===== src/rtl/fpdec_pkg.sv =====
// fpdec shared definitions: widths common with fpcvt, FSM state encoding.
// Build option FPDEC_FAST_EN selects the single-cycle barrel-shift datapath.
package fpdec_pkg;

  localparam int FPDEC_DW = 12;
  localparam int FPDEC_EW = 3;
  localparam int FPDEC_FW = 4;
  localparam int MAX_MAG  = 15 << 7;

  typedef enum logic [1:0] {
    IDLE  = 2'd0,
    SHIFT = 2'd1,
    DONE  = 2'd2
  } state_t;

endpackage


===== src/rtl/fpdec.sv =====
// FP triple (s, e, f) to DW-bit two's-complement decoder, valid/ready on both sides.
// FPDEC_FAST_EN: combinational barrel shift on accept instead of iterative shifting.
module fpdec
  import fpdec_pkg::*;
#(
  parameter int DW = FPDEC_DW,
  parameter int EW = FPDEC_EW,
  parameter int FW = FPDEC_FW
) (
  input  logic          clk,
  input  logic          rst_n,
  input  logic          in_valid,
  output logic          in_ready,
  input  logic          s,
  input  logic [EW-1:0] e,
  input  logic [FW-1:0] f,
  output logic          out_valid,
  input  logic          out_ready,
  output logic [DW-1:0] d
);

  state_t state;
  state_t state_nx;
  logic   accept;

  assign accept = in_valid && (state == IDLE);

`ifdef FPDEC_FAST_EN
  logic [DW-1:0] mag;

  assign mag = {{(DW-FW){1'b0}}, f} << e;

  // out_valid rises one edge after d is loaded so latency stays at one cycle
  always_ff @(posedge clk or negedge rst_n) begin
    if (!rst_n) begin
      d         <= '0;
      out_valid <= 1'b0;
    end else begin
      if (accept)
        d <= s ? -mag : mag;
      if ((state == DONE) && !out_valid)
        out_valid <= 1'b1;
      else if ((state == DONE) && out_ready)
        out_valid <= 1'b0;
    end
  end
`else
  logic [DW-1:0] acc;
  logic [EW-1:0] cnt;
  logic          sign;

  always_ff @(posedge clk or negedge rst_n) begin
    if (!rst_n) begin
      acc       <= '0;
      cnt       <= '0;
      sign      <= 1'b0;
      d         <= '0;
      out_valid <= 1'b0;
    end else if (accept) begin
      sign <= s;
      cnt  <= e;
      acc  <= {{(DW-FW){1'b0}}, f};
    end else if (state == SHIFT) begin
      if (cnt != '0) begin
        acc <= acc << 1;
        cnt <= cnt - 1'b1;
      end else begin
        d         <= sign ? -acc : acc;
        out_valid <= 1'b1;
      end
    end else if ((state == DONE) && out_ready) begin
      out_valid <= 1'b0;
    end
  end
`endif

  always_ff @(posedge clk or negedge rst_n) begin
    if (!rst_n)
      state <= IDLE;
    else
      state <= state_nx;
  end

  always_comb begin
    state_nx = state;
    unique case (state)
      IDLE: begin
        if (in_valid) begin
`ifdef FPDEC_FAST_EN
          state_nx = DONE;
`else
          state_nx = SHIFT;
`endif
        end
      end
`ifndef FPDEC_FAST_EN
      SHIFT: begin
        if (cnt == '0)
          state_nx = DONE;
      end
`endif
      DONE: begin
        if (out_valid && out_ready)
          state_nx = IDLE;
      end
      default: state_nx = IDLE;
    endcase
  end

  always_comb begin
    in_ready = (state == IDLE);
  end

endmodule


===== config.mk =====
export PLATFORM = sky130hd
export DESIGN_NAME = fpdec
export DESIGN_NICKNAME = d
export VERILOG_FILES = /design/src/rtl/fpdec_pkg.sv /design/src/rtl/fpdec.sv
export SDC_FILE = /design/constraint.sdc
export NUM_CORES = 1
export LEC_CHECK = 0
export CAP_MARGIN = 20
export CORE_AREA = 2 2 67 69
export CTS_BUF_LIST = sky130_fd_sc_hd__clkbuf_8
export DETAILED_ROUTE_END_ITERATION = 8
export DIE_AREA = 0 0 69 71
export GPL_TIMING_DRIVEN = 0
export MAX_ROUTING_LAYER = met4
export PLACE_DENSITY_LB_ADDON = 0.05
export SETUP_SLACK_MARGIN = 0.2
export SLEW_MARGIN = 0
export SYNTH_ARGS = -nofsm -noshare
export SYNTH_HDL_FRONTEND = slang
export SYNTH_SLANG_ARGS = --single-unit

===== constraint.sdc =====
create_clock -name clk -period 3.1 [get_ports clk]
set_input_delay 0.62 -clock clk [delete_from_list [all_inputs] [get_ports clk]]
set_output_delay 0.62 -clock clk [all_outputs]
set_load 0.02 [all_outputs]

==> flow_summary.toml <==
[cells_and_area]
fin_cells = 238
drive_gt1_share_pct = 9.14
area_growth_pct = 26.4
final_core_util_pct = 45.3
antennaDiodeCount = 0
design_area_sq_um = 1910
fill_cells = 433
layout.nets = 201

[routing]
drtAntennaViolNets = 0
routed_via_density = 4.83
met1_length_mm = 1.51
routed-wl-met2_mm = 1.32
drc = 0
vias = 1150
routed_wl_mm = 3.01
dr.pass1.iters = 4
dr_wl_met3_um = 125
wl_per_cell_um = 12.7
top_layer = "met4"
drtIter0Drc = 95

[timing]
drv_slew = 0
fin_crit_ns = 2.04
relSlewSlack_pct = 53.5
fmax_mhz = 491
rsz0062_at_grt = "no"
fin_crit_sh_pct = 65.7
hold_violations = 0
setup_violations = 0
setup_tns_ns = 0
max_slew.worst_pin.slew_ns = 0.698
fin_hold_ws_ns = 0.384
layout_setup_ws_ns = 1.06
skew_ns = 0.00284

[power]
switchingPower_mw = 0.931
seqPwrFrac_pct = 33.0
p_leak_nw = 0.838
p_int_mw = 1.28
powerDensity_nw_per_um2 = 1160
swShare_pct = 42.2
comb_power_share_pct = 52.5
clkPwrFrac_pct = 14.4
finalPower_mw = 2.21
vdd_ir_drop_max_mv = 0.407

[yosys]
ys_warn_count = 0
async_reset_ff_share_pct = 100
yosys-top-cells-count = "dfrtp_1, nand2_1, a21oi_1, nor2_1, xor2_1"
yosys_most_used_dff = "dfrtp_1"
netlist-cell-type-count = 27
yosysTopAreaCellShare_pct = 51.5
synthesis.nets = 169
syn_area_per_cell_sq_um = 9.79
synth.area.top_cells = "dfrtp_1, a21oi_1, nand2_1, xor2_1, nor2_1"
yosysSeqAreaShare_pct = 51.5
yosysMostFrequentCell = "dfrtp_1"
synth_edf_count = 0
synth_top_area_cell = "dfrtp_1"
ys_ff_latch = 31
syn_inst = 154
netlist_area_sq_um = 1510

[min_path]
hold_path_class = "input pin to asynchronous set/reset pin"

[clock_network]
numCtsBuffers = 5
hold_buffers = 0
clock_latency_ns = 0.28
postCtsSetupRepairBufs = 0
path_clk_slew_ns = 0.06
clkSinkCount = 31
cts-root-buf = "clkbuf_8"
cts_tree = "built"
cts_max_path_buffers = 2
post_cts_resized = 0
cts.htree.levels = 2

[setup_path]
crit_fanout = 3
critPathArrivalTime_ns = 1.42
path_class = "flip-flop to output port"
worst_setup_path_end_kind = "output port"
critical_path.startpoint_type = "flip-flop"
cp.required_ns = 2.48

[die]
pin_count = 26
rows = 24
die_h_um = 71
die_area_sq_um = 4900
initial_core_util_pct = 35.9
core-area_sq_um = 4200
die_x_um = 69

[job]
drv_cap = 0

[global_route]
overflow = 0
antenna_found_initial = 0
track_usage_pct = 14.0
grt_pass1_wl_mm = 5.18
grt_pass1_vias = 1091
grt_max_degree = 32

[placement]
portBuffers = 25
dp.cells = 231
place_area_sq_um = 1820
gp_congestion = 0.774
preCtsSetupSlack_ns = 1.02
dp_hpwl_mm = 2.20

[run_status]
status = "finished clean"
## critical path: stages (launching register included)
cell and delay, ns:
dfrtp_1 0.39, nor2_1 0.13, clkdlybuf4s50_1 0.61
## state kept, by name, indices dropped and copies added, names as in the netlist
| register | flops |
|---|---|
| d | 12 |
| state | 2 |
| acc | 12 |
| sign | 1 |
| cnt | 3 |
| out_valid | 1 |
## logic make-up (layout without fill, tap and decap cells)
| family | count (synthesis) | count (layout) | synth area share, % |
|---|---|---|---|
| muxes | 5 | 5 | 3.49 |
| buffers and inverters | 12 | 44 | 3.24 |
| and+or+nand+nor | 51 | 51 | 15.1 |
| DFF | 31 | 31 | 51.5 |
| xor gates and xnor gates | 12 | 12 | 6.97 |
| adders and majority gates | 3 | 3 | 2.49 |
| AOI/OAI and AO/OA | 40 | 40 | 17.3 |
## per-layer routing
layer / vias to the layer above / GRT usage [%]
met5: - / -
met4: 0 / 7.19
li1: 579 / -
met2: 26 / 20.0
met1: 539 / 18.4
met3: 6 / 3.56
## cells in the final DEF (no fill, tap or decap), types with 3 or more instances in the layout
cell / instances
nor2_1: 12
clkbuf_8: 6
nand2b_1: 3
xor2_1: 10
nand2_1: 26
clkdlybuf4s50_1: 24
a21oi_1: 22
buf_2: 4
o21ai_0: 3
clkbuf_1: 5
a21o_1: 3
dfrtp_1: 31
o21ai_1: 5
ha_1: 3
mux2i_1: 3
inv_1: 4
nor2b_1: 4
## final cells by class
cell class,count,area [sq um],area share [%]
plain buffers,8,33.8,1.77
repair buffers,25,245,12.9
inverters,4,15.0,0.788
well taps,52,65.1,3.41
clock inverters,1,5.00,0.263
multi-input cells,111,683,35.9
flip-flops and latches,31,776,40.7
clock buffers,6,82.6,4.33
## power groups by stage
| stage | clock [mW] | sequential [mW] | combinational [mW] |
|---|---|---|---|
| detailed placement | 0 | 0.739 | 1.17 |
| CTS | 0.328 | 0.732 | 1.18 |
| global route | 0.344 | 0.762 | 1.29 |
| global placement | 0 | 0.728 | 1.16 |
| floorplan | 0 | 0.806 | 0.728 |
| finish | 0.318 | 0.729 | 1.16 |
## path summary, 6_finish.rpt
check                                 end  cells after the start      start  slack (ns)
worst max-delay path             in_ready                      2   state[1]        1.06
worst min-delay path               cnt[0]                      1      rst_n        0.38
worst max register to register      d[11]                      4     acc[6]        1.32
worst min register to register  out_valid                      1  out_valid        0.51
max in group asynchronous         acc[11]                      1      rst_n        2.27
min in group clk                out_valid                      1  out_valid        0.51
Power figures use the tool's default switching activity.
